## src/rtl/riscuinho_seq_ctrl_if.sv

```systemverilog
// -----------------------------------------------------------------------------
// riscuinho_seq_ctrl_if
//
// Memory-side handshake bundle for the RISCuinho sequencing controller.
//
// Signals:
//   imem_req  instruction fetch request (controller -> imem)
//   imem_ack  fetch done, same-cycle ack allowed (imem -> controller)
//   instr     32-bit instruction word, valid with imem_ack (imem -> controller)
//   dmem_req  data memory request (controller -> dmem)
//   dmem_we   1 = store, 0 = load, valid while dmem_req=1 (controller -> dmem)
//   dmem_ack  data access done (dmem -> controller)
//
// Modports:
//   master  the sequencing controller
//   slave   the memory model / memory subsystem
// -----------------------------------------------------------------------------
interface riscuinho_seq_ctrl_if;
   logic        imem_req;
   logic        imem_ack;
   logic [31:0] instr;
   logic        dmem_req;
   logic        dmem_we;
   logic        dmem_ack;

   modport master (
      output imem_req,
      input  imem_ack,
      input  instr,
      output dmem_req,
      output dmem_we,
      input  dmem_ack
   );

   modport slave (
      input  imem_req,
      output imem_ack,
      output instr,
      input  dmem_req,
      input  dmem_we,
      output dmem_ack
   );
endinterface

```

## src/rtl/riscuinho_seq_ctrl.sv

```systemverilog
// -----------------------------------------------------------------------------
// riscuinho_seq_ctrl
//
// Multi-cycle sequencing controller for the RISCuinho datapath. Walks each
// instruction through FETCH, DECODE, EXEC, (MEM), WB and drives the datapath
// strobes and the memory request handshakes.
//
// Parameters:
//   ACK_TIMEOUT  max request cycles waited for a memory ack (0 = no timeout)
//
// Ports:
//   clk          core clock, rising edge
//   rst          asynchronous reset, active low
//   run          1 = keep executing; 0 = stop after the current instruction
//   clr_err      leaves ERROR (only looked at while in ERROR)
//   mem          memory handshake bundle (master side)
//   ir_we        latch instr into the datapath IR (FETCH & imem_ack)
//   pc_we        PC update strobe (WB)
//   rf_we        register file write strobe (WB, writing class, rd != 0)
//   rd_data_sel  writeback source: 00 ALU, 01 memory, 10 PC+4, 11 immediate
//   state        current state for the monitor
//   instret      retired instruction count, wraps at 2^32
//   error_code   00 none, 01 illegal opcode, 10 imem timeout, 11 dmem timeout
// -----------------------------------------------------------------------------
module riscuinho_seq_ctrl #(
   parameter int unsigned ACK_TIMEOUT = 15
) (
   input  logic                 clk,
   input  logic                 rst,
   input  logic                 run,
   input  logic                 clr_err,
   riscuinho_seq_ctrl_if.master mem,
   output logic                 ir_we,
   output logic                 pc_we,
   output logic                 rf_we,
   output logic [1:0]           rd_data_sel,
   output logic [2:0]           state,
   output logic [31:0]          instret,
   output logic [1:0]           error_code
);

   typedef enum logic [2:0] {
      IDLE   = 3'd0,
      FETCH  = 3'd1,
      DECODE = 3'd2,
      EXEC   = 3'd3,
      MEM    = 3'd4,
      WB     = 3'd5,
      ERROR  = 3'd6
   } state_t;

   localparam logic [6:0] OPC_LOAD   = 7'b0000011;
   localparam logic [6:0] OPC_STORE  = 7'b0100011;
   localparam logic [6:0] OPC_BRANCH = 7'b1100011;
   localparam logic [6:0] OPC_JAL    = 7'b1101111;
   localparam logic [6:0] OPC_JALR   = 7'b1100111;
   localparam logic [6:0] OPC_OP     = 7'b0110011;
   localparam logic [6:0] OPC_OPIMM  = 7'b0010011;
   localparam logic [6:0] OPC_LUI    = 7'b0110111;
   localparam logic [6:0] OPC_AUIPC  = 7'b0010111;
   localparam logic [6:0] OPC_SYSTEM = 7'b1110011;

   localparam logic [1:0] RD_ALU = 2'b00;
   localparam logic [1:0] RD_MEM = 2'b01;
   localparam logic [1:0] RD_PC4 = 2'b10;
   localparam logic [1:0] RD_IMM = 2'b11;

   localparam logic [1:0] ERR_NONE    = 2'b00;
   localparam logic [1:0] ERR_ILLEGAL = 2'b01;
   localparam logic [1:0] ERR_IMEM    = 2'b10;
   localparam logic [1:0] ERR_DMEM    = 2'b11;

   // The counter only has to reach ACK_TIMEOUT-1: the last request cycle is
   // detected while it still holds that value.
   localparam int unsigned CNT_W = (ACK_TIMEOUT < 2) ? 1 : $clog2(ACK_TIMEOUT + 1);
   localparam bit          TIMEOUT_EN = (ACK_TIMEOUT != 0);
   localparam logic [CNT_W-1:0] WAIT_LAST =
      (ACK_TIMEOUT == 0) ? '0 : CNT_W'(ACK_TIMEOUT - 1);

   state_t           state_reg,   state_next;
   logic [CNT_W-1:0] wait_reg,    wait_next;
   logic [6:0]       opcode_reg,  opcode_next;
   logic [4:0]       rd_reg,      rd_next;
   logic [1:0]       sel_reg,     sel_next;
   logic [1:0]       err_reg,     err_next;
   logic [31:0]      instret_reg, instret_next;

   // Decoded view of the latched opcode.
   logic       op_legal;
   logic       op_mem;
   logic       op_store;
   logic       op_writes_rd;
   logic [1:0] op_sel;

   // Only opcode and rd are kept here; the datapath owns the full IR.
   logic instr_hi_unused;
   assign instr_hi_unused = ^{mem.instr[31:12]};

   always_comb begin
      op_legal     = 1'b1;
      op_mem       = 1'b0;
      op_store     = 1'b0;
      op_writes_rd = 1'b1;
      op_sel       = RD_ALU;
      case (opcode_reg)
         OPC_LOAD: begin
            op_mem = 1'b1;
            op_sel = RD_MEM;
         end
         OPC_STORE: begin
            op_mem       = 1'b1;
            op_store     = 1'b1;
            op_writes_rd = 1'b0;
         end
         OPC_BRANCH: begin
            op_writes_rd = 1'b0;
         end
         OPC_JAL, OPC_JALR: begin
            op_sel = RD_PC4;
         end
         OPC_LUI: begin
            op_sel = RD_IMM;
         end
         OPC_OP, OPC_OPIMM, OPC_AUIPC, OPC_SYSTEM: begin
            op_sel = RD_ALU;
         end
         default: begin
            op_legal     = 1'b0;
            op_writes_rd = 1'b0;
         end
      endcase
   end

   // Next-state logic. The wait counter defaults to zero, so it is always
   // clear on entry to FETCH or MEM and only advances on ack-less cycles there.
   always_comb begin
      state_next   = state_reg;
      wait_next    = '0;
      opcode_next  = opcode_reg;
      rd_next      = rd_reg;
      sel_next     = sel_reg;
      err_next     = err_reg;
      instret_next = instret_reg;
      ir_we        = 1'b0;

      case (state_reg)
         IDLE: begin
            sel_next = RD_ALU;
            if (run) begin
               state_next = FETCH;
            end
         end
         FETCH: begin
            if (mem.imem_ack) begin
               ir_we       = 1'b1;
               opcode_next = mem.instr[6:0];
               rd_next     = mem.instr[11:7];
               state_next  = DECODE;
            end else if (TIMEOUT_EN && (wait_reg == WAIT_LAST)) begin
               err_next   = ERR_IMEM;
               state_next = ERROR;
            end else if (TIMEOUT_EN) begin
               wait_next = wait_reg + 1'b1;
            end
         end
         DECODE: begin
            if (!op_legal) begin
               err_next   = ERR_ILLEGAL;
               state_next = ERROR;
            end else begin
               sel_next   = op_sel;
               state_next = EXEC;
            end
         end
         EXEC: begin
            state_next = op_mem ? MEM : WB;
         end
         MEM: begin
            if (mem.dmem_ack) begin
               state_next = WB;
            end else if (TIMEOUT_EN && (wait_reg == WAIT_LAST)) begin
               err_next   = ERR_DMEM;
               sel_next   = RD_ALU;
               state_next = ERROR;
            end else if (TIMEOUT_EN) begin
               wait_next = wait_reg + 1'b1;
            end
         end
         WB: begin
            instret_next = instret_reg + 32'd1;
            sel_next     = RD_ALU;
            state_next   = run ? FETCH : IDLE;
         end
         ERROR: begin
            sel_next = RD_ALU;
            if (clr_err) begin
               err_next   = ERR_NONE;
               state_next = IDLE;
            end
         end
         default: begin
            sel_next   = RD_ALU;
            state_next = IDLE;
         end
      endcase
   end

   always_ff @(posedge clk or negedge rst) begin
      if (!rst) begin
         state_reg   <= IDLE;
         wait_reg    <= '0;
         opcode_reg  <= '0;
         rd_reg      <= '0;
         sel_reg     <= RD_ALU;
         err_reg     <= ERR_NONE;
         instret_reg <= '0;
      end else begin
         state_reg   <= state_next;
         wait_reg    <= wait_next;
         opcode_reg  <= opcode_next;
         rd_reg      <= rd_next;
         sel_reg     <= sel_next;
         err_reg     <= err_next;
         instret_reg <= instret_next;
      end
   end

   // Requests and strobes come straight from the registered state, so an
   // asynchronous reset drops them immediately.
   assign mem.imem_req = (state_reg == FETCH);
   assign mem.dmem_req = (state_reg == MEM);
   assign mem.dmem_we  = (state_reg == MEM) && op_store;
   assign pc_we        = (state_reg == WB);
   assign rf_we        = (state_reg == WB) && op_writes_rd && (rd_reg != 5'd0);
   assign rd_data_sel  = sel_reg;
   assign state        = state_reg;
   assign instret      = instret_reg;
   assign error_code   = err_reg;

endmodule

```

## src/flat_wrapper.sv

```systemverilog
// flat-port wrapper written by rule: the top's interface ports become plain ports
module riscuinho_seq_ctrl_flat 
#(
   parameter int unsigned ACK_TIMEOUT = 15
)
  (clk, rst, run, clr_err, ir_we, pc_we, rf_we, rd_data_sel, state, instret, error_code, mem_imem_req, mem_imem_ack, mem_instr, mem_dmem_req, mem_dmem_we, mem_dmem_ack);
  riscuinho_seq_ctrl_if mem_i ();
  input  logic clk;
  input  logic rst;
  input  logic run;
  input  logic clr_err;
  output logic ir_we;
  output logic pc_we;
  output logic rf_we;
  output logic [1:0] rd_data_sel;
  output logic [2:0] state;
  output logic [31:0] instret;
  output logic [1:0] error_code;
  output wire logic [$bits(mem_i.imem_req)-1:0] mem_imem_req;
  input wire logic [$bits(mem_i.imem_ack)-1:0] mem_imem_ack;
  input wire logic [$bits(mem_i.instr)-1:0] mem_instr;
  output wire logic [$bits(mem_i.dmem_req)-1:0] mem_dmem_req;
  output wire logic [$bits(mem_i.dmem_we)-1:0] mem_dmem_we;
  input wire logic [$bits(mem_i.dmem_ack)-1:0] mem_dmem_ack;
  assign mem_imem_req = mem_i.imem_req;
  assign mem_i.imem_ack = mem_imem_ack;
  assign mem_i.instr = mem_instr;
  assign mem_dmem_req = mem_i.dmem_req;
  assign mem_dmem_we = mem_i.dmem_we;
  assign mem_i.dmem_ack = mem_dmem_ack;
  riscuinho_seq_ctrl #(.ACK_TIMEOUT(ACK_TIMEOUT)) u_core (.clk(clk), .rst(rst), .run(run), .clr_err(clr_err), .mem(mem_i), .ir_we(ir_we), .pc_we(pc_we), .rf_we(rf_we), .rd_data_sel(rd_data_sel), .state(state), .instret(instret), .error_code(error_code));
endmodule
```

## config.mk

```make
export PLATFORM = sky130hd
export DESIGN_NAME = riscuinho_seq_ctrl_flat
export DESIGN_NICKNAME = d
export VERILOG_FILES = /design/src/rtl/riscuinho_seq_ctrl_if.sv /design/src/rtl/riscuinho_seq_ctrl.sv /design/src/flat_wrapper.sv
export SDC_FILE = /design/constraint.sdc
export NUM_CORES = 1
export LEC_CHECK = 0
export BUFFER_PORTS_ARGS = -buffer_cell sky130_fd_sc_hd__buf_2
export CORE_AREA = 3 3 90 92
export DETAILED_ROUTE_END_ITERATION = 16
export DIE_AREA = 0 0 93 95
export MAX_ROUTING_LAYER = met4
export PLACE_DENSITY = 0.74
export REMOVE_ABC_BUFFERS = 1
export SYNTH_ARGS = -nofsm -noshare
export SYNTH_HDL_FRONTEND = slang
export SYNTH_SLANG_ARGS = --single-unit
```

## constraint.sdc

```tcl
create_clock -name clk -period 1.6 [get_ports clk]
set_input_delay 0.32 -clock clk [delete_from_list [all_inputs] [get_ports clk]]
set_output_delay 0.32 -clock clk [all_outputs]
set_load 0.01 [all_outputs]
```

# [Word level (Yosys, flattened, before mapping)]
# Cells that the tools add are included.
[op_classes] add_sub_neg=2 eq_ne=25 muxes=31 n_bitwise=1 n_reduce_logical=15
[ops] cell="adder 32 x 1 -> 32 bit, second input constant" count=1
[ops] cell="equality test 7 bit, second input constant" count=4
[ops] cell="equality test 7 x 6 -> 1 bit, second input constant" count=3
[ops] cell="one-hot mux 3 bit (7 select lines)" count=1
[ops] cell="two-way mux 2 bit" count=9
[ops] cell="two-way mux 3 bit" count=6
[ops] cell="equality test 7 x 5 -> 1 bit, second input constant" count=2
[ops] cell="two-way mux 4 bit" count=3
[ops] cell="one-hot mux 2 bit (3 select lines)" count=2
[ops] cell="!= test 2 bit, second input constant" count=5
[ops] cell="OR reduction 10 bit" count=1
[ops] cell="equality test 3 bit, second input constant" count=3
[ops] cell="two-way mux 1 bit" count=8
[ops] cell="one-hot mux 2 bit (4 select lines)" count=1
[ops] cell="one-hot mux 4 bit (2 select lines)" count=1
[ops] cell="OR reduction 8 bit" count=1
[ops] cell="equality test 7 x 2 -> 1 bit, second input constant" count=1
[ops] cell="AND reduction 7 bit" count=1
[ops] cell="equality test 3 x 2 -> 1 bit, second input constant" count=2
[ops] cell="!= test 2 x 1 -> 1 bit, second input constant" count=3
[ops] cell="OR reduction 2 bit" count=3
[ops] cell="nonzero test 5 bit" count=1
[ops] cell="adder 4 x 1 -> 4 bit, second input constant" count=1
[ops] cell="equality test 4 bit, second input constant" count=1
[ops] cell="7 further kinds" count=10
[word_totals] register_bits=55 input_bits=38 output_inout_bits=45 wordCells=81

# [Logic depth before layout (Yosys ltp)]
# Gate-level depths: netlist of the first run.
[logic_depth] depth_word=5 mapped_depth=8 depth_no_buf=7

# [Least setup slack after synthesis of the first run]
# Ideal clock, no wire load.
[synth_path] path_kind="reg-to-reg" startpoint="register u_core.state_reg[2], in the netlist u_core.state[2]" endpoint="register u_core.opcode_reg[0]" setup_time_ns=0.125 arrival_time_ns=1.737 required_ns=1.475 slack_ns=-0.262 stages_incl_launch_ff=8 path_buffers=3 period_less_slack_ns=1.862 path_cell_list="dfrtp_1 buf_6 or3b_1 inv_2 and2_4 buf_6 buf_12 mux2_2"
[synth_via] elab_chain_len=2
[synth_rtl] element="start, declared" line="riscuinho_seq_ctrl.sv:80" source="state_t state_reg, state_next;"
[synth_rtl] element="start signal, assigned" line="riscuinho_seq_ctrl.sv:218" source="state_reg <= state_next;"
[synth_rtl] element="equality test 3 x 1 -> 1 bit"
[synth_rtl] element="named net mem_imem_req" line="flat_wrapper.sv:19" source="output wire logic [$bits(mem_i.imem_req)-1:0] mem_imem_req;"
[synth_rtl] element="AND reduction 2 bit (no source line)"
[synth_rtl] element="end signal, assigned" line="riscuinho_seq_ctrl.sv:220" source="opcode_reg <= opcode_next;"
[synth_rtl] element="end, declared" line="riscuinho_seq_ctrl.sv:82" source="logic [6:0] opcode_reg, opcode_next;"
# The timed path passes the listed nets, and every way through them passes these cells.
# A chain may end at the register's enable or synchronous reset.

# [Worst setup path in the final report of the first run]
[layout_path] startpoint="register u_core.opcode_reg[5]" endpoint="output rf_we"
[layout_via] elab_chain_len=5 elab_cells_between_ends=12 classes_between="8 x eq/ne; 1 x mux; 3 x reduce/logical"
[layout_rtl] element="equality test 7 x 6 -> 1 bit (tied with other cells)" line="riscuinho_seq_ctrl.sv:105" source="case (opcode_reg)"
[layout_rtl] element="OR reduction 8 bit (no source line) (*)"
[layout_rtl] element="two-way mux 1 bit (*)" line="riscuinho_seq_ctrl.sv:105"
[layout_rtl] element="logical AND 1 bit (*) (2 in a row)" line="riscuinho_seq_ctrl.sv:234" source="assign rf_we = (state_reg == WB) && op_writes_rd && (rd_reg != 5'd0);"
[layout_rtl] element="end, declared" line="flat_wrapper.sv:14" source="output logic rf_we;"
# Every way passes the cells marked *; elsewhere a longest branch is shown, timed or not.

==> run_summary.xml, run 1 <==
<?xml version="1.0" encoding="UTF-8"?>
<metrics>
  <group name="floorplanning">
    <metric name="die_footprint" unit="mm^2">0.00884</metric>
    <metric name="starting_density" unit="">0.377</metric>
    <metric name="core_area" unit="mm^2">0.00729</metric>
    <metric name="placementRows" unit="">31</metric>
    <metric name="die_height" unit="um">95</metric>
    <metric name="dieWidth" unit="um">93</metric>
    <metric name="io_pins" unit="">83</metric>
  </group>
  <group name="setup_path">
    <metric name="r2r-start" unit="">u_core.state[1]</metric>
    <metric name="setup.worst_path.start_class" unit="">register</metric>
    <metric name="critical_path.reg2reg.endpoint" unit="">u_core.instret[21]</metric>
    <metric name="reg2reg_setup_slack" unit="ns">-0.21</metric>
    <metric name="setup.worst_path.end_class" unit="">output pin</metric>
    <metric name="critPathArrivalTime" unit="ns">1.68</metric>
    <metric name="timing.reg2reg.worst_path_depth" unit="">7</metric>
    <metric name="critical_path_peak_fanout" unit="">2</metric>
    <metric name="crit_start" unit="">u_core.opcode_reg[5]</metric>
    <metric name="setup.worst_path.class" unit="">reg2out</metric>
    <metric name="cp.required" unit="ns">1.28</metric>
  </group>
  <group name="clocking">
    <metric name="clkLatencyLatePin" unit="ns">0.32</metric>
    <metric name="cts_made_buffers" unit="">5</metric>
    <metric name="cts_sinks" unit="">55</metric>
    <metric name="cts.root.buffer_cell" unit="">sky130_fd_sc_hd__clkbuf_8</metric>
    <metric name="worst_setup_hold_path_clk_slew" unit="ns">0.10</metric>
    <metric name="cts_tree" unit="">yes</metric>
    <metric name="cts_htree_levels" unit="">2</metric>
    <metric name="cts_buffer_depth" unit="">2</metric>
  </group>
  <group name="synthesis">
    <metric name="synth-seq-area-share" unit="">0.500</metric>
    <metric name="synth.top_cells.by_count" unit="">sky130_fd_sc_hd__dfrtp_1 (55), sky130_fd_sc_hd__nor2_1 (25), sky130_fd_sc_hd__nand2_1 (24), sky130_fd_sc_hd__xnor2_1 (21), sky130_fd_sc_hd__xor2_1 (12)</metric>
    <metric name="ys_seq_elements" unit="">55</metric>
    <metric name="synthDominantCellAreaShare" unit="">0.500</metric>
    <metric name="synthesis.area_per_instance" unit="um^2">10.8</metric>
    <metric name="synth_enable_flop_cells" unit="">0</metric>
    <metric name="synthesis.yosys.warnings" unit="">0</metric>
    <metric name="yosys.cell_count.top_type" unit="">sky130_fd_sc_hd__dfrtp_1</metric>
    <metric name="synthTopCellsByArea" unit="">sky130_fd_sc_hd__dfrtp_1 (50%), sky130_fd_sc_hd__xnor2_1 (6.7%), sky130_fd_sc_hd__mux2_2 (4.5%), sky130_fd_sc_hd__xor2_1 (3.8%), sky130_fd_sc_hd__nor2_1 (3.4%)</metric>
    <metric name="postSynthCellCount" unit="">255</metric>
    <metric name="synth-async-reset-ratio" unit="">1.00</metric>
    <metric name="yosys.area.top_type" unit="">sky130_fd_sc_hd__dfrtp_1</metric>
    <metric name="synthDistinctLibCells" unit="">49</metric>
    <metric name="synth-main-ff-cell" unit="">sky130_fd_sc_hd__dfrtp_1</metric>
    <metric name="mappedNetlistArea" unit="mm^2">0.00275</metric>
  </group>
  <group name="timing">
    <metric name="unrepaired_setup_endpoints_after_global_routing" unit="">true</metric>
    <metric name="measured_slew_at_the_worst_slew_check_pin" unit="ns">0.416</metric>
    <metric name="timing.final.max_slew_violations" unit="">0</metric>
    <metric name="slew-limit-headroom" unit="">0.721</metric>
    <metric name="worst_slack" unit="ns">-0.401</metric>
    <metric name="final_min_period_over_clock_period" unit="">1.25</metric>
    <metric name="fin_hold_ws" unit="ns">0.202</metric>
    <metric name="fmax" unit="GHz">0.500</metric>
    <metric name="report.final.hold_viol_count" unit="">0</metric>
    <metric name="period_needed" unit="ns">2.00</metric>
    <metric name="finalSetupViolations" unit="">38</metric>
    <metric name="timing.clock.skew" unit="ns">0.00673</metric>
  </group>
  <group name="routing">
    <metric name="finalWirelength" unit="um">7010</metric>
    <metric name="ant_nets" unit="">0</metric>
    <metric name="route.detailed.drc" unit="">0</metric>
    <metric name="vias" unit="">2406</metric>
    <metric name="drtIter0Drc" unit="">71</metric>
    <metric name="detail_route.first_pass.iterations" unit="">4</metric>
    <metric name="post_drt_via_cell_ratio" unit="">5.07</metric>
    <metric name="post_drt_wl_per_cell" unit="um">14.8</metric>
  </group>
  <group name="min_path">
    <metric name="worst_hold_stages" unit="">3</metric>
    <metric name="hold_end" unit="">u_core.opcode_reg[5]</metric>
    <metric name="hold_path_class" unit="">in2reg</metric>
    <metric name="min_from" unit="">mem_instr[5]</metric>
  </group>
  <group name="layout">
    <metric name="drive_gt1_frac" unit="">0.484</metric>
    <metric name="antennaDiodeCount" unit="">0</metric>
    <metric name="number_of_flip_flops_under_the_largest_register_name" unit="">32</metric>
    <metric name="syn2layout_area_growth" unit="%">42.2</metric>
    <metric name="design.final.nets" unit="">416</metric>
  </group>
  <group name="place">
    <metric name="gp_congestion" unit="">0.866</metric>
    <metric name="detailedPlace.worstSlack" unit="ns">-0.128</metric>
    <metric name="detailedPlacementHpwl" unit="um">4840</metric>
    <metric name="port-buffer-count" unit="">62</metric>
  </group>
  <group name="status">
    <metric name="status" unit="">complete, but fails checks</metric>
    <metric name="failed_checks" unit="">negative setup slack</metric>
  </group>
  <group name="power">
    <metric name="peakVddDrop" unit="uV">808</metric>
    <metric name="power_density" unit="mW/mm^2">1270</metric>
    <metric name="power.static_leakage" unit="nW">1.97</metric>
  </group>
  <group name="global_routing">
    <metric name="grt_antenna_before_repair" unit="">0</metric>
    <metric name="grt_usage" unit="">0.168</metric>
    <metric name="grt_first_pass_wirelength" unit="um">11300</metric>
    <metric name="grt_pass1_vias" unit="">2417</metric>
    <metric name="grt_start_max_net_pins" unit="">56</metric>
    <metric name="grt_overflow" unit="">0</metric>
  </group>
  <group name="job">
    <metric name="maxCapViolations" unit="">0</metric>
  </group>
</metrics>
[worst max-delay path, stage by stage, from the launching register on]
cell	delay, ns
sky130_fd_sc_hd__dfrtp_1	0.38
sky130_fd_sc_hd__buf_4	0.13
sky130_fd_sc_hd__nor2b_4	0.04
sky130_fd_sc_hd__o31a_1	0.23
sky130_fd_sc_hd__o22ai_1	0.16
sky130_fd_sc_hd__nor4bb_2	0.24
sky130_fd_sc_hd__buf_2	0.18
[final cells by class]
type | instances | area (um^2)
inverters | 11 | 43.8
multi-input cells | 181 | 1430
clock inverters | 2 | 16.3
fillers | 661 | 3380
clock buffers | 6 | 72.6
repair buffers | 121 | 847
flip-flops and latches | 55 | 1380
well taps | 99 | 124
[cells by family after synthesis]
kind of cell / Yosys count / synth area share
simple gates: 102 / 0.210
flops: 55 / 0.500
xor+xnor: 33 / 0.105
compound gates: 32 / 0.0819
buf+inv: 19 / 0.0446
mux: 11 / 0.0450
fa+ha+maj: 3 / 0.0136
[cells in the final DEF, fill, tap and decap left out, types with 5 or more instances in the layout]
cell	n
sky130_fd_sc_hd__buf_2	58
sky130_fd_sc_hd__a21oi_1	6
sky130_fd_sc_hd__nor3_1	5
sky130_fd_sc_hd__nand2_1	20
sky130_fd_sc_hd__xnor2_1	20
sky130_fd_sc_hd__inv_1	8
sky130_fd_sc_hd__o21ai_0	5
sky130_fd_sc_hd__dfrtp_1	54
sky130_fd_sc_hd__nand3_1	10
sky130_fd_sc_hd__and3_1	6
sky130_fd_sc_hd__buf_4	46
sky130_fd_sc_hd__nand4_1	9
sky130_fd_sc_hd__clkbuf_8	5
sky130_fd_sc_hd__xor2_1	12
sky130_fd_sc_hd__nor2_2	7
sky130_fd_sc_hd__nor2_1	17
sky130_fd_sc_hd__mux2_4	10
sky130_fd_sc_hd__buf_6	13
[where the power goes]
group | switching (mW) | total [mW] | leakage [nW] | internal (mW)
clock | 0.497 | 0.814 | 0.0418 | 0.316
combinational | 1.06 | 2.31 | 1.20 | 1.25
sequential | 0.200 | 1.85 | 0.728 | 1.65
total | 1.76 | 4.97 | 1.97 | 3.22
[what timing repair did]
| item | 4_1_cts | 5_1_grt |
|---|---|---|
| setup endpoints to repair | 36 | 32 |
| pin swaps | 3 | 18 |
| buffers inserted | 8 | 10 |
| hold endpoints to repair | 45 | 0 |
| gates resized for setup | 36 | 39 |
| hold buffers | 1 | 0 |
| cloned | 1 | 0 |
[per-stage QoR]
step / util / instance area (um^2) / TNS [ns] / total power [mW] / std cells
after floorplan: - / 2670 / -8.60 / 2.75 / 247
after global placement: 0.472 / 3440 / -0.307 / 3.48 / 451
after detailed placement: 0.472 / 3440 / -1.01 / 3.53 / 451
after CTS: 0.514 / 3750 / -2.35 / 4.82 / 469
after global routing: 0.537 / 3910 / -6.55 / 5.28 / 475
final: 0.537 / 3910 / -3.81 / 4.97 / 475
[worst max path at each step]
stage / end
after global placement: rf_we
after detailed placement: u_core.instret[18]
after CTS: rf_we
after global routing: rf_we
final: rf_we
after floorplan: u_core.instret[21]
[layer usage]
| metal | vias up | share of wire | GRT usage |
|---|---|---|---|
| li1 | 1135 | - | - |
| met1 | 1184 | 0.42 | 0.203 |
| met2 | 75 | 0.51 | 0.288 |
| met3 | 12 | 0.058 | 0.0287 |
| met4 | 0 | 0.019 | 0.0562 |
| met5 | - | 0 | - |
No activity file was read; power rests on OpenSTA's default activity.
==> run 2: changes to the inputs <==
--- a/config.mk
+++ b/config.mk
@@ -5,13 +5,14 @@
 export SDC_FILE = /design/constraint.sdc
 export NUM_CORES = 1
 export LEC_CHECK = 0
-export BUFFER_PORTS_ARGS = -buffer_cell sky130_fd_sc_hd__buf_2
+export BUFFER_PORTS_ARGS = -buffer_cell sky130_fd_sc_hd__buf_4
 export CORE_AREA = 3 3 90 92
 export DETAILED_ROUTE_END_ITERATION = 16
 export DIE_AREA = 0 0 93 95
 export MAX_ROUTING_LAYER = met4
-export PLACE_DENSITY = 0.74
+export PLACE_DENSITY = 0.71
 export REMOVE_ABC_BUFFERS = 1
+export SLEW_MARGIN = 15
 export SYNTH_ARGS = -nofsm -noshare
 export SYNTH_HDL_FRONTEND = slang
 export SYNTH_SLANG_ARGS = --single-unit
==> constraint.sdc (replaced) <==
create_clock -name clk -period 1.85 [get_ports clk]
set_input_delay 0.37 -clock clk [delete_from_list [all_inputs] [get_ports clk]]
set_output_delay 0.37 -clock clk [all_outputs]
set_load 0.01 [all_outputs]
==> run_summary.xml, run 2 (synthesis gave the netlist of run 1 again) <==
<?xml version="1.0" encoding="UTF-8"?>
<metrics>
  <group name="setup_path">
    <metric name="crit_chain" unit="">inv_2 &gt; nor2_2 &gt; o31a_1 &gt; o22ai_1 &gt; nor4bb_4 &gt; buf_4</metric>
    <metric name="setup.worst_path.end_class" unit="">output pin</metric>
    <metric name="setup.worst_path.class" unit="">reg2out</metric>
    <metric name="critical_path.reg2reg.endpoint" unit="">u_core.opcode_reg[4]</metric>
    <metric name="crit_start" unit="">u_core.opcode_reg[5]</metric>
    <metric name="timing.reg2reg.worst_path_depth" unit="">6</metric>
    <metric name="cp.required" unit="ns">1.48</metric>
    <metric name="r2r-start" unit="">u_core.state[1]</metric>
    <metric name="critical_path_peak_fanout" unit="">3</metric>
    <metric name="critical-path-slowest-cell" unit="">sky130_fd_sc_hd__dfrtp_1</metric>
    <metric name="setup.worst_path.start_class" unit="">register</metric>
    <metric name="reg2reg_setup_slack" unit="ns">0.03</metric>
    <metric name="crit_path_max_incr_delay" unit="ns">0.42</metric>
    <metric name="critPathArrivalTime" unit="ns">1.68</metric>
  </group>
  <group name="timing">
    <metric name="timing.clock.skew" unit="ns">0.0134</metric>
    <metric name="unrepaired_setup_endpoints_after_global_routing" unit="">true</metric>
    <metric name="period_needed" unit="ns">2.05</metric>
    <metric name="worst_slack" unit="ns">-0.196</metric>
    <metric name="fmax" unit="GHz">0.489</metric>
    <metric name="report.final.hold_viol_count" unit="">0</metric>
    <metric name="final_min_period_over_clock_period" unit="">1.11</metric>
    <metric name="finalSetupViolations" unit="">3</metric>
    <metric name="measured_slew_at_the_worst_slew_check_pin" unit="ns">0.693</metric>
    <metric name="fin_hold_ws" unit="ns">0.0819</metric>
    <metric name="slew-limit-headroom" unit="">0.538</metric>
    <metric name="timing.final.max_slew_violations" unit="">0</metric>
  </group>
  <group name="layout">
    <metric name="n_fill_cell" unit="">699</metric>
    <metric name="fin_cells" unit="">442</metric>
    <metric name="post-route-cell-area" unit="mm^2">0.00366</metric>
    <metric name="most-common-layout-cells" unit="">sky130_fd_sc_hd__buf_4 (80), sky130_fd_sc_hd__dfrtp_1 (54), sky130_fd_sc_hd__nand2_1 (23), sky130_fd_sc_hd__nor2_1 (23), sky130_fd_sc_hd__xnor2_1 (21)</metric>
    <metric name="area_of_all_sequential_standard_cells" unit="mm^2">0.00138</metric>
    <metric name="number_of_flip_flops_under_the_largest_register_name" unit="">32</metric>
    <metric name="drive_gt1_frac" unit="">0.388</metric>
    <metric name="multi_input_area" unit="mm^2">0.00133</metric>
    <metric name="syn2layout_area_growth" unit="%">32.9</metric>
    <metric name="most_common_library_cell_in_the_layout_ignoring_fill_and_taps" unit="">sky130_fd_sc_hd__buf_4</metric>
    <metric name="design.final.nets" unit="">383</metric>
    <metric name="antennaDiodeCount" unit="">0</metric>
  </group>
  <group name="floorplanning">
    <metric name="starting_density" unit="">0.377</metric>
    <metric name="io_pins" unit="">83</metric>
    <metric name="placementRows" unit="">31</metric>
    <metric name="die_height" unit="um">95</metric>
    <metric name="dieWidth" unit="um">93</metric>
    <metric name="core_area" unit="mm^2">0.00729</metric>
    <metric name="die_footprint" unit="mm^2">0.00884</metric>
  </group>
  <group name="place">
    <metric name="gp_congestion" unit="">0.906</metric>
    <metric name="placed_cell_area" unit="mm^2">0.00334</metric>
    <metric name="port-buffer-count" unit="">62</metric>
    <metric name="place.detailed.instances" unit="">419</metric>
    <metric name="detailedPlacementHpwl" unit="um">4400</metric>
  </group>
  <group name="global_routing">
    <metric name="grt_start_max_net_pins" unit="">56</metric>
    <metric name="grt_overflow" unit="">0</metric>
    <metric name="grt_usage" unit="">0.150</metric>
    <metric name="grt_first_pass_wirelength" unit="um">10200</metric>
    <metric name="grt_antenna_before_repair" unit="">0</metric>
    <metric name="grt_pass1_vias" unit="">2106</metric>
  </group>
  <group name="routing">
    <metric name="topRoutingLayerUsed" unit="">met4</metric>
    <metric name="wl_met2" unit="um">3250</metric>
    <metric name="dr_wl_met3" unit="um">380</metric>
    <metric name="m1WireLength" unit="um">2740</metric>
    <metric name="detail_route.first_pass.iterations" unit="">4</metric>
    <metric name="vias" unit="">2230</metric>
    <metric name="finalWirelength" unit="um">6450</metric>
    <metric name="post_drt_via_cell_ratio" unit="">5.05</metric>
    <metric name="ant_nets" unit="">0</metric>
    <metric name="post_drt_wl_per_cell" unit="um">14.6</metric>
    <metric name="drtIter0Drc" unit="">79</metric>
    <metric name="route.detailed.drc" unit="">0</metric>
  </group>
  <group name="job">
    <metric name="maxCapViolations" unit="">0</metric>
  </group>
  <group name="status">
    <metric name="failed_checks" unit="">negative setup slack</metric>
    <metric name="status" unit="">complete, but fails checks</metric>
  </group>
  <group name="clocking">
    <metric name="worst_setup_hold_path_clk_slew" unit="ns">0.10</metric>
    <metric name="cts_stage_hold_buffer_count" unit="">0</metric>
    <metric name="cts_tree" unit="">yes</metric>
    <metric name="cts.root.buffer_cell" unit="">sky130_fd_sc_hd__clkbuf_8</metric>
    <metric name="clkLatencyLatePin" unit="ns">0.32</metric>
    <metric name="cts_htree_levels" unit="">2</metric>
    <metric name="cts_made_buffers" unit="">5</metric>
    <metric name="cts_sinks" unit="">55</metric>
    <metric name="cts_buffer_depth" unit="">2</metric>
  </group>
  <group name="power">
    <metric name="power_density" unit="mW/mm^2">1100</metric>
    <metric name="peakVddDrop" unit="uV">618</metric>
    <metric name="power.static_leakage" unit="nW">1.73</metric>
  </group>
  <group name="min_path">
    <metric name="hold_path_class" unit="">in2async</metric>
  </group>
</metrics>
-- run 2: cell types whose count changed in the layout (fill, tap and decap cells not counted), moves of 5 or more --
cell,previous run,this run
sky130_fd_sc_hd__nor2_1,17,23
sky130_fd_sc_hd__mux2_2,1,11
sky130_fd_sc_hd__mux2_4,10,0
sky130_fd_sc_hd__buf_6,13,7
sky130_fd_sc_hd__nor2_2,7,2
sky130_fd_sc_hd__buf_2,58,0
sky130_fd_sc_hd__buf_4,46,80
-- run 2: power by group --
part / internal (mW) / leakage [nW] / switching [mW]
Combinational: 0.896 / 0.962 / 0.811
Sequential: 1.43 / 0.728 / 0.199
Clock: 0.273 / 0.0418 / 0.411
-- run 2: per-stage QoR --
stage	worst slack, ns	total power [mW]	util	setup TNS, ns
2_1_floorplan	-0.0841	2.38	-	-0.395
3_5_place_dp	0.0480	2.91	0.458	0
4_1_cts	-0.197	3.72	0.478	-0.331
6_report	-0.196	4.02	0.502	-0.345
5_1_grt	-0.273	4.28	0.502	-0.738
3_3_place_gp	0.0702	2.89	0.458	0
-- run 2: cell type report --
| type | count | share of cell area |
|---|---|---|
| inverter | 11 | 0.0120 |
| sequential | 55 | 0.377 |
| clock buffer | 6 | 0.0198 |
| clock inverter | 2 | 0.00445 |
| timing repair buffer | 88 | 0.190 |
| multi-input combinational | 181 | 0.363 |
| tap | 99 | 0.0339 |
-- run 2: worst max-delay path by stage --
stage | end | slack [ns] | cells after the start
floorplan | u_core.instret[21] | -0.08 | 5
global placement | u_core.instret[20] | 0.07 | 5
detailed placement | rf_we | 0.05 | 5
CTS | rf_we | -0.20 | 5
global route | rf_we | -0.27 | 6
finish | rf_we | -0.20 | 6
-- run 2: worst max-delay path, delay by kind of cell (launching register included) --
kind            cells  cell delay [ns]
compound gates      2             0.44
buf+inv             2             0.24
simple gates        2             0.27
flops               1             0.42
-- run 2: routing by layer --
metal,vias up,track usage
met5,-,-
met4,0,0.0586
met3,8,0.0311
met2,78,0.242
met1,1079,0.185
li1,1065,-
-- run 2: what timing repair did --
| action | CTS | global route |
|---|---|---|
| setup buffers | 4 | 11 |
| pin swaps | 1 | 7 |
| resized for setup | 5 | 24 |
| endpoints found under the setup margin | 4 | 11 |
